### src/rtl/regfile_wb_arbiter_if.sv
// Write-back arbiter bus: two producer handshakes, decode issue/hazard
// signals, and the registered register-file write port with scoreboard.
interface regfile_wb_arbiter_if #(
    parameter int unsigned DATA_W = 32,
    parameter int unsigned ADDR_W = 5
);
    // ALU write-back producer
    logic              alu_valid;
    logic              alu_ready;
    logic [ADDR_W-1:0] alu_reg;
    logic [DATA_W-1:0] alu_data;

    // Memory-load write-back producer
    logic              mem_valid;
    logic              mem_ready;
    logic [ADDR_W-1:0] mem_reg;
    logic [DATA_W-1:0] mem_data;

    // Decode side
    logic              issue_valid;
    logic              issue_ready;
    logic [ADDR_W-1:0] issue_reg;
    logic [ADDR_W-1:0] read_reg_1;
    logic [ADDR_W-1:0] read_reg_2;
    logic              raw_hazard_1;
    logic              raw_hazard_2;

    // Register-file write port and scoreboard
    logic                  rf_reg_write;
    logic [ADDR_W-1:0]     rf_write_reg;
    logic [DATA_W-1:0]     rf_write_data;
    logic [2**ADDR_W-1:0]  pending;

    modport slave (
        input  alu_valid, alu_reg, alu_data,
        input  mem_valid, mem_reg, mem_data,
        input  issue_valid, issue_reg, read_reg_1, read_reg_2,
        output alu_ready, mem_ready, issue_ready, raw_hazard_1, raw_hazard_2,
        output rf_reg_write, rf_write_reg, rf_write_data, pending
    );

    modport master (
        output alu_valid, alu_reg, alu_data,
        output mem_valid, mem_reg, mem_data,
        output issue_valid, issue_reg, read_reg_1, read_reg_2,
        input  alu_ready, mem_ready, issue_ready, raw_hazard_1, raw_hazard_2,
        input  rf_reg_write, rf_write_reg, rf_write_data, pending
    );
endinterface

### src/rtl/regfile_wb_arbiter.sv
// Round-robin write-back arbiter for the register file's single write port,
// with a pending-write scoreboard for RAW/WAW hazard detection in decode.
module regfile_wb_arbiter #(
    parameter int unsigned DATA_W = 32,
    parameter int unsigned ADDR_W = 5
) (
    input logic                  clk,
    input logic                  reset_n,
    regfile_wb_arbiter_if.slave  bus
);
    localparam int unsigned NumRegs = 2 ** ADDR_W;

    typedef enum logic {GrantAlu, GrantMem} grant_e;

    grant_e               last_grant_q, last_grant_d;
    logic                 wr_en_q, wr_en_d;
    logic [ADDR_W-1:0]    wr_reg_q, wr_reg_d;
    logic [DATA_W-1:0]    wr_data_q, wr_data_d;
    logic [NumRegs-1:0]   pending_q, pending_d;
    logic                 alu_sel, mem_sel;
    logic                 issue_ok, issue_fire;

    // Ready selection: a lone requester always wins; on contention the side
    // not granted last time wins.
    always_comb begin
        alu_sel = 1'b0;
        mem_sel = 1'b0;
        if (bus.alu_valid && bus.mem_valid) begin
            alu_sel = (last_grant_q == GrantMem);
            mem_sel = ~alu_sel;
        end else begin
            alu_sel = bus.alu_valid;
            mem_sel = bus.mem_valid;
        end
    end

    assign bus.alu_ready = alu_sel;
    assign bus.mem_ready = mem_sel;

    // Register 0 is hardwired, so it can always be issued and never stalls.
    assign issue_ok        = ~pending_q[bus.issue_reg] | (bus.issue_reg == '0);
    assign issue_fire      = bus.issue_valid & issue_ok;
    assign bus.issue_ready = issue_ok;

    assign bus.raw_hazard_1 = pending_q[bus.read_reg_1];
    assign bus.raw_hazard_2 = pending_q[bus.read_reg_2];

    // Write stage next state: capture the granted requester; a write to
    // register 0 completes the handshake but is squashed.
    always_comb begin
        last_grant_d = last_grant_q;
        wr_en_d      = 1'b0;
        wr_reg_d     = wr_reg_q;
        wr_data_d    = wr_data_q;
        if (alu_sel) begin
            last_grant_d = GrantAlu;
            if (bus.alu_reg != '0) begin
                wr_en_d   = 1'b1;
                wr_reg_d  = bus.alu_reg;
                wr_data_d = bus.alu_data;
            end
        end else if (mem_sel) begin
            last_grant_d = GrantMem;
            if (bus.mem_reg != '0) begin
                wr_en_d   = 1'b1;
                wr_reg_d  = bus.mem_reg;
                wr_data_d = bus.mem_data;
            end
        end
    end

    // Scoreboard next state: clear on commit, then set on issue so a
    // coincident set of the same register wins.
    always_comb begin
        pending_d = pending_q;
        if (wr_en_q) begin
            pending_d[wr_reg_q] = 1'b0;
        end
        if (issue_fire) begin
            pending_d[bus.issue_reg] = 1'b1;
        end
        pending_d[0] = 1'b0;
    end

    // State registers; reset drops any accepted-but-uncommitted write.
    always_ff @(posedge clk or negedge reset_n) begin
        if (!reset_n) begin
            last_grant_q <= GrantMem;
            wr_en_q      <= 1'b0;
            wr_reg_q     <= '0;
            wr_data_q    <= '0;
            pending_q    <= '0;
        end else begin
            last_grant_q <= last_grant_d;
            wr_en_q      <= wr_en_d;
            wr_reg_q     <= wr_reg_d;
            wr_data_q    <= wr_data_d;
            pending_q    <= pending_d;
        end
    end

    assign bus.rf_reg_write  = wr_en_q;
    assign bus.rf_write_reg  = wr_reg_q;
    assign bus.rf_write_data = wr_data_q;
    assign bus.pending       = pending_q;
endmodule
### src/flat_wrapper.sv
// flat-port wrapper written by rule: the top's interface ports become plain ports
module regfile_wb_arbiter_flat 
#(
    parameter int unsigned DATA_W = 32,
    parameter int unsigned ADDR_W = 5
)
  (clk, reset_n, bus_alu_valid, bus_alu_reg, bus_alu_data, bus_mem_valid, bus_mem_reg, bus_mem_data, bus_issue_valid, bus_issue_reg, bus_read_reg_1, bus_read_reg_2, bus_alu_ready, bus_mem_ready, bus_issue_ready, bus_raw_hazard_1, bus_raw_hazard_2, bus_rf_reg_write, bus_rf_write_reg, bus_rf_write_data, bus_pending);
  regfile_wb_arbiter_if #(.DATA_W(DATA_W), .ADDR_W(ADDR_W)) bus_i ();
  input logic clk;
  input logic reset_n;
  input wire logic [$bits(bus_i.alu_valid)-1:0] bus_alu_valid;
  input wire logic [$bits(bus_i.alu_reg)-1:0] bus_alu_reg;
  input wire logic [$bits(bus_i.alu_data)-1:0] bus_alu_data;
  input wire logic [$bits(bus_i.mem_valid)-1:0] bus_mem_valid;
  input wire logic [$bits(bus_i.mem_reg)-1:0] bus_mem_reg;
  input wire logic [$bits(bus_i.mem_data)-1:0] bus_mem_data;
  input wire logic [$bits(bus_i.issue_valid)-1:0] bus_issue_valid;
  input wire logic [$bits(bus_i.issue_reg)-1:0] bus_issue_reg;
  input wire logic [$bits(bus_i.read_reg_1)-1:0] bus_read_reg_1;
  input wire logic [$bits(bus_i.read_reg_2)-1:0] bus_read_reg_2;
  output wire logic [$bits(bus_i.alu_ready)-1:0] bus_alu_ready;
  output wire logic [$bits(bus_i.mem_ready)-1:0] bus_mem_ready;
  output wire logic [$bits(bus_i.issue_ready)-1:0] bus_issue_ready;
  output wire logic [$bits(bus_i.raw_hazard_1)-1:0] bus_raw_hazard_1;
  output wire logic [$bits(bus_i.raw_hazard_2)-1:0] bus_raw_hazard_2;
  output wire logic [$bits(bus_i.rf_reg_write)-1:0] bus_rf_reg_write;
  output wire logic [$bits(bus_i.rf_write_reg)-1:0] bus_rf_write_reg;
  output wire logic [$bits(bus_i.rf_write_data)-1:0] bus_rf_write_data;
  output wire logic [$bits(bus_i.pending)-1:0] bus_pending;
  assign bus_i.alu_valid = bus_alu_valid;
  assign bus_i.alu_reg = bus_alu_reg;
  assign bus_i.alu_data = bus_alu_data;
  assign bus_i.mem_valid = bus_mem_valid;
  assign bus_i.mem_reg = bus_mem_reg;
  assign bus_i.mem_data = bus_mem_data;
  assign bus_i.issue_valid = bus_issue_valid;
  assign bus_i.issue_reg = bus_issue_reg;
  assign bus_i.read_reg_1 = bus_read_reg_1;
  assign bus_i.read_reg_2 = bus_read_reg_2;
  assign bus_alu_ready = bus_i.alu_ready;
  assign bus_mem_ready = bus_i.mem_ready;
  assign bus_issue_ready = bus_i.issue_ready;
  assign bus_raw_hazard_1 = bus_i.raw_hazard_1;
  assign bus_raw_hazard_2 = bus_i.raw_hazard_2;
  assign bus_rf_reg_write = bus_i.rf_reg_write;
  assign bus_rf_write_reg = bus_i.rf_write_reg;
  assign bus_rf_write_data = bus_i.rf_write_data;
  assign bus_pending = bus_i.pending;
  regfile_wb_arbiter #(.DATA_W(DATA_W), .ADDR_W(ADDR_W)) u_core (.clk(clk), .reset_n(reset_n), .bus(bus_i));
endmodule
### config.mk
export PLATFORM = sky130hd
export DESIGN_NAME = regfile_wb_arbiter_flat
export DESIGN_NICKNAME = d
export VERILOG_FILES = /design/src/rtl/regfile_wb_arbiter_if.sv /design/src/rtl/regfile_wb_arbiter.sv /design/src/flat_wrapper.sv
export SDC_FILE = /design/constraint.sdc
export NUM_CORES = 1
export LEC_CHECK = 0
export CELL_PAD_IN_SITES_DETAIL_PLACEMENT = 0
export CELL_PAD_IN_SITES_GLOBAL_PLACEMENT = 2
export CORE_UTILIZATION = 28
export CTS_BUF_LIST = sky130_fd_sc_hd__clkbuf_8
export DETAILED_ROUTE_END_ITERATION = 10
export HOLD_SLACK_MARGIN = 0.1
export PLACE_DENSITY = 0.91
export SLEW_MARGIN = 40
export SYNTH_ARGS = -nofsm -noshare
export SYNTH_HDL_FRONTEND = slang
export SYNTH_SLANG_ARGS = --single-unit
### constraint.sdc
create_clock -name clk -period 2.1 [get_ports clk]
set_input_delay 0.21 -clock clk [delete_from_list [all_inputs] [get_ports clk]]
set_output_delay 0.21 -clock clk [all_outputs]
set_load 0.02 [all_outputs]
# --- Word level (Yosys, flattened, before mapping) ---
# Cells that the tools add are included.
classes:
  addsub: 0
  n_mul: 0
  div: 0
  n_lt_le_gt_ge: 6
  eq_ne: 1
  shifts: 0
  mux: 28
  n_bitwise: 7
  n_reduce_logical: 9
op_table:
  columns: ["operator", "count"]
  rows:
  - ["2-to-1 mux 32 bit", 6]
  - ["AND 32 bit", 1]
  - ["inverter 32 bit", 1]
  - ["bitwise OR 32 bit", 1]
  - ["< comparator 5 x 6 -> 1 bit, second input constant", 4]
  - ["2-to-1 mux 5 bit", 4]
  - ["binary-select mux 1 bit (select 5 bit)", 3]
  - ["2-to-1 mux 1 bit", 13]
  - ["demux 1 bit (select 5 bit)", 2]
  - ["greater-or-equal comparator 5 x 1 -> 1 bit, second input constant", 2]
  - ["nonzero test 5 bit", 2]
  - ["logical NOT 5 bit", 1]
  - ["nonzero test 2 bit", 2]
  - ["logical AND 1 bit", 3]
  - ["AND reduction 3 bit", 1]
  - ["inequality test 2 x 1 -> 1 bit, second input constant", 1]
  - ["inverter 1 bit", 2]
  - ["AND 1 bit", 1]
  - ["bitwise OR 1 bit", 1]
totals:
  regBits: 70
  latchBits: 0
  ramBits: 0
  romBits: 0
  in_bits: 94
  out_inout_bits: 75
  elab_cells: 56
  mem_count: 0

# --- Logic depth before layout (Yosys ltp) ---
depth:
  depth_word: 9
  depth_mapped: 6
  depth_no_buf: 4

# --- Worst setup path before layout ---
# OpenSTA, ideal clock, no wires.
synth_timing:
  kind: "register -> output"
  from: "register u_core.pending_q[3] (netlist: u_core.bus.pending[3])"
  to: "output bus_issue_ready"
  arrival_time_ns: 2.027
  t_required_ns: 1.890
  path_slack_ns: -0.137
  path_stages_with_launch: 5
  path_buffers: 0
  cell_sequence: "dfrtp_1 -> mux2_2 -> a221oi_1 -> and3b_1 -> nor4b_1"
synth_between:
  elab_chain_cells: 4
synth_rtl:
  columns: ["element", "line_no", "source"]
  rows:
  - ["from (decl)", "regfile_wb_arbiter.sv:19", "logic [NumRegs-1:0] pending_q, pending_d;"]
  - ["from (signal assigned)", "regfile_wb_arbiter.sv:98", "pending_q <= pending_d;"]
  - ["binary-select mux 1 bit (select 5 bit)", "regfile_wb_arbiter.sv:41", "assign issue_ok = ~pending_q[bus.issue_reg] | (bus.issue_reg == '0);"]
  - ["2-to-1 mux 1 bit (implied by the code)", "regfile_wb_arbiter.sv:41", null]
  - ["inverter 1 bit", "regfile_wb_arbiter.sv:41", null]
  - ["bitwise OR 1 bit", "regfile_wb_arbiter.sv:41", null]
  - ["to (decl)", "flat_wrapper.sv:23", "output wire logic [$bits(bus_i.issue_ready)-1:0] bus_issue_ready;"]
# No other way between the ends. The select of a mux whose other input is x is not followed.

# --- Worst setup path in the final report ---
layout_timing:
  from: "register u_core.pending_q[27] (netlist: u_core.bus.pending[27])"
  to: "output bus_raw_hazard_1"
layout_between:
  elab_chain_cells: 2
layout_rtl:
  columns: ["element", "line_no", "source"]
  rows:
  - ["binary-select mux 1 bit (select 5 bit)", "regfile_wb_arbiter.sv:45", "assign bus.raw_hazard_1 = pending_q[bus.read_reg_1];"]
  - ["2-to-1 mux 1 bit (implied by the code)", "regfile_wb_arbiter.sv:45", null]
  - ["to (decl)", "flat_wrapper.sv:24", "output wire logic [$bits(bus_i.raw_hazard_1)-1:0] bus_raw_hazard_1;"]
# No other way between the ends. The select of a mux whose other input is x is not followed.

==> impl_metrics.prom <==
# TYPE chip_impl_metric gauge
chip_impl_metric{name="timing.max_cap.violations",unit=""} 0
chip_impl_metric{name="combined_global_route_utilization_of_all_metal_layers",unit="%"} 18.0
chip_impl_metric{name="final.setup_skew",unit="ps"} 9.28
chip_impl_metric{name="detailroute.via_count",unit=""} 3892
chip_impl_metric{name="post_route_clock_period_utilization",unit="%"} 108
chip_impl_metric{name="power.static_leakage",unit="nW"} 2.80
chip_impl_metric{name="synth_cells",unit=""} 355
chip_impl_metric{name="synth-warning-count",unit=""} 0
chip_impl_metric{name="drt_first_pass_iters",unit=""} 4
chip_impl_metric{name="layout-drive-gt1-share",unit="%"} 33.0
chip_impl_metric{name="postSynthNetCount",unit=""} 449
chip_impl_metric{name="ir_drop",unit="uV"} 341
chip_impl_metric{name="post-place-ws",unit="ps"} -692
chip_impl_metric{name="placement.io_buffers",unit=""} 167
chip_impl_metric{name="synth-edff-count",unit=""} 0
chip_impl_metric{name="grt_pass1_vias",unit=""} 4132
chip_impl_metric{name="worst-r2r-cell-count",unit=""} 5
chip_impl_metric{name="initial_core_util",unit="%"} 28.7
chip_impl_metric{name="critPathMaxFanout",unit=""} 5
chip_impl_metric{name="dp_hpwl",unit="um"} 10800
chip_impl_info{name="critical_path.endpoint",value="bus_raw_hazard_1"} 1
chip_impl_metric{name="antenna_found_initial",unit=""} 0
chip_impl_info{name="synth-main-ff-cell",value="sky130_fd_sc_hd__dfrtp_1"} 1
chip_impl_info{name="tritoncts",value="built"} 1
chip_impl_metric{name="fin_util",unit="%"} 46.4
chip_impl_metric{name="coreArea",unit="sq um"} 14600
chip_impl_metric{name="route.detailed.wl_per_inst",unit="um"} 18.2
chip_impl_metric{name="ys_seq_elements",unit=""} 70
chip_impl_metric{name="setup_viol",unit=""} 3
chip_impl_info{name="most_common_library_cell_in_the_layout_ignoring_fill_and_taps",value="sky130_fd_sc_hd__clkdlybuf4s50_1"} 1
chip_impl_metric{name="clk_transition_reported_paths",unit="ps"} 70
chip_impl_metric{name="viasPerCell",unit=""} 5.09
chip_impl_metric{name="largest_register_ffs",unit=""} 32
chip_impl_metric{name="final_period_minus_worst_setup_slack",unit="ps"} 2260
chip_impl_metric{name="cts_made_buffers",unit=""} 9
chip_impl_metric{name="cts-root-to-sink-buffers",unit=""} 2
chip_impl_metric{name="drt-initial-drc-count",unit=""} 163
chip_impl_metric{name="critical_path_required",unit="ps"} 1890
chip_impl_metric{name="synth.cell_area",unit="sq um"} 4190
chip_impl_metric{name="setup_tns",unit="ps"} -361
chip_impl_metric{name="dp.cells",unit=""} 746
chip_impl_metric{name="rrSetupSlack",unit="ps"} 320
chip_impl_info{name="rsz0062_at_grt",value="true"} 1
chip_impl_info{name="cts_root_buffer",value="sky130_fd_sc_hd__clkbuf_8"} 1
chip_impl_metric{name="synth_cell_types",unit=""} 46
chip_impl_metric{name="report.final.hold_viol_count",unit=""} 0
chip_impl_metric{name="dieArea",unit="sq um"} 15400
chip_impl_metric{name="cellPowerDensity",unit="nW/um^2"} 1080
chip_impl_metric{name="async_reset_ff_share",unit="%"} 100
chip_impl_info{name="timing.rr.end",value="u_core.bus.rf_write_data[27]$_DFFE_PN0P_"} 1
chip_impl_info{name="failed_checks",value="setup timing"} 1
chip_impl_metric{name="flow.area_growth_from_synthesis",unit="%"} 61.7
chip_impl_metric{name="post-route-drc-count",unit=""} 0
chip_impl_info{name="final_cell_mix",value="sky130_fd_sc_hd__clkdlybuf4s50_1 (157), sky130_fd_sc_hd__dfrtp_1 (64), sky130_fd_sc_hd__buf_4 (62)"} 1
chip_impl_metric{name="htree_levels",unit=""} 3
chip_impl_metric{name="fmax",unit="GHz"} 0.442
chip_impl_metric{name="globalRouteOverflowTotal",unit=""} 0
chip_impl_info{name="setup.worst_path.end_class",value="output pin"} 1
chip_impl_metric{name="die_y",unit="um"} 124
chip_impl_metric{name="final.setup.worst_slack",unit="ps"} -162
chip_impl_info{name="worst-setup-path-type",value="flop to output pin"} 1
chip_impl_metric{name="worst_path_arrival_time",unit="ps"} 2050
chip_impl_info{name="outcome",value="finished with violations"} 1
chip_impl_metric{name="wirelength",unit="um"} 13900
chip_impl_metric{name="num_antenna_cells",unit=""} 0
chip_impl_metric{name="ys_seq_area_share",unit="%"} 41.9
chip_impl_metric{name="post_synth.cell_area_avg",unit="sq um"} 11.8
chip_impl_info{name="crit_path_start",value="u_core.bus.pending[27]$_DFF_PN0_"} 1
chip_impl_metric{name="routabilityCongestion",unit=""} 0.861
chip_impl_metric{name="grt_first_pass_wirelength",unit="um"} 21800
chip_impl_metric{name="clock_sinks",unit=""} 70
chip_impl_info{name="rr_startpoint",value="u_core.last_grant_q$_DFFE_PN1P_"} 1
chip_impl_metric{name="ios",unit=""} 169
chip_impl_metric{name="die_w",unit="um"} 124
chip_impl_metric{name="finalNonFillerCells",unit=""} 765
chip_impl_metric{name="placement_rows",unit=""} 44
chip_impl_info{name="hold_path_class",value="input port to asynchronous set/reset pin"} 1
chip_impl_metric{name="total_count_of_max_transition_violations_in_the_final_report",unit=""} 0
chip_impl_metric{name="finish.net_count",unit=""} 670
chip_impl_metric{name="drtAntennaViolNets",unit=""} 0
chip_impl_metric{name="maximum_number_of_pins_on_one_net_before_global_route_repair",unit=""} 39
chip_impl_metric{name="clk_latency",unit="ps"} 340
chip_impl_info{name="worst_setup_path_start_kind",value="flop"} 1
## critical path, stage by stage, from the launching register on
cell                       delay, ps
sky130_fd_sc_hd__dfrtp_2         460
sky130_fd_sc_hd__mux4_2          480
sky130_fd_sc_hd__and3_4          160
sky130_fd_sc_hd__o41ai_2         300
sky130_fd_sc_hd__o311ai_1        140
sky130_fd_sc_hd__buf_2           180
## power by group
part | switching, mW | leakage (nW) | internal (mW)
registers | 0.433 | 0.811 | 1.80
clock network | 0.495 | 0.118 | 0.725
logic | 1.77 | 1.87 | 2.11
## final cells by class
| cell class | instances | area (sq um) |
|---|---|---|
| clock inverter | 5 | 75.1 |
| fill | 1342 | 7820 |
| timing repair buffer | 233 | 2200 |
| sequential | 70 | 1760 |
| multi-input combinational | 254 | 2330 |
| clock buffer | 11 | 151 |
| tap | 184 | 230 |
| inverter | 8 | 30.0 |
## through the flow
stage	power [mW]	instance area (sq um)	hold slack, ps
after floorplan	3.90	4190	-85.6
after global placement	6.04	6500	61.5
after detailed placement	6.10	6500	57.9
after CTS	7.37	6760	236
after global routing	7.73	6770	261
final	7.34	6770	252
## cells by family after synthesis
kind of cell           share of synthesized area (%)
DFF                                             41.9
muxes                                           34.2
buffers and inverters                           3.79
and+or+nand+nor                                 8.66
AOI/OAI and AO/OA                               11.4
other                                         0.0895
## cell usage after synthesis (3+ instances only)
cell type / instances / area share (%)
sky130_fd_sc_hd__a21oi_1: 3 / 0.36
sky130_fd_sc_hd__buf_2: 10 / 1.2
sky130_fd_sc_hd__buf_6: 3 / 0.81
sky130_fd_sc_hd__clkbuf_1: 7 / 0.63
sky130_fd_sc_hd__dfrtp_1: 69 / 41
sky130_fd_sc_hd__inv_1: 8 / 0.72
sky130_fd_sc_hd__mux2_2: 56 / 15
sky130_fd_sc_hd__mux2_4: 19 / 6.8
sky130_fd_sc_hd__mux2i_1: 18 / 4.3
sky130_fd_sc_hd__mux4_2: 15 / 8.1
sky130_fd_sc_hd__nand2_1: 7 / 0.63
sky130_fd_sc_hd__nand3_1: 11 / 1.3
sky130_fd_sc_hd__nand3b_1: 10 / 1.8
sky130_fd_sc_hd__nor2_1: 8 / 0.72
sky130_fd_sc_hd__o21ai_0: 61 / 7.3
sky130_fd_sc_hd__o21ai_1: 6 / 0.72
sky130_fd_sc_hd__o22ai_1: 3 / 0.45
sky130_fd_sc_hd__or3b_2: 4 / 0.84
sky130_fd_sc_hd__or4_1: 3 / 0.54
## timing repair
item | CTS | global route
pin swaps | 7 | 1
setup buffers | 2 | 0
hold endpoints to repair | 69 | 0
endpoints found under the setup margin | 4 | 4
hold buffers | 1 | 0
gates cloned | 0 | 0
resized for setup | 31 | 4
## how the worst min path moves through the flow
| stage | cells after the start | startpoint | slack, ps | end |
|---|---|---|---|---|
| 2_1_floorplan | 0 | reset_n | -90 | u_core.bus.pending[10]$_DFF_PN0_ |
| 3_3_place_gp | 1 | reset_n | 60 | u_core.bus.pending[19]$_DFF_PN0_ |
| 3_5_place_dp | 1 | reset_n | 60 | u_core.bus.pending[19]$_DFF_PN0_ |
| 4_1_cts | 2 | reset_n | 240 | u_core.bus.pending[19]$_DFF_PN0_ |
| 5_1_grt | 2 | reset_n | 260 | u_core.bus.pending[19]$_DFF_PN0_ |
| 6_report | 2 | reset_n | 250 | u_core.bus.pending[19]$_DFF_PN0_ |
## per-layer routing
metal	up-vias	GRT usage [%]	part of all wire (%)
met3	22	4.55	6.9
met2	163	30.8	50
met1	1925	21.8	41
met4	0	6.45	1.7
met5	-	0	0
li1	1782	-	-
No activity file was read; power rests on OpenSTA's default activity.
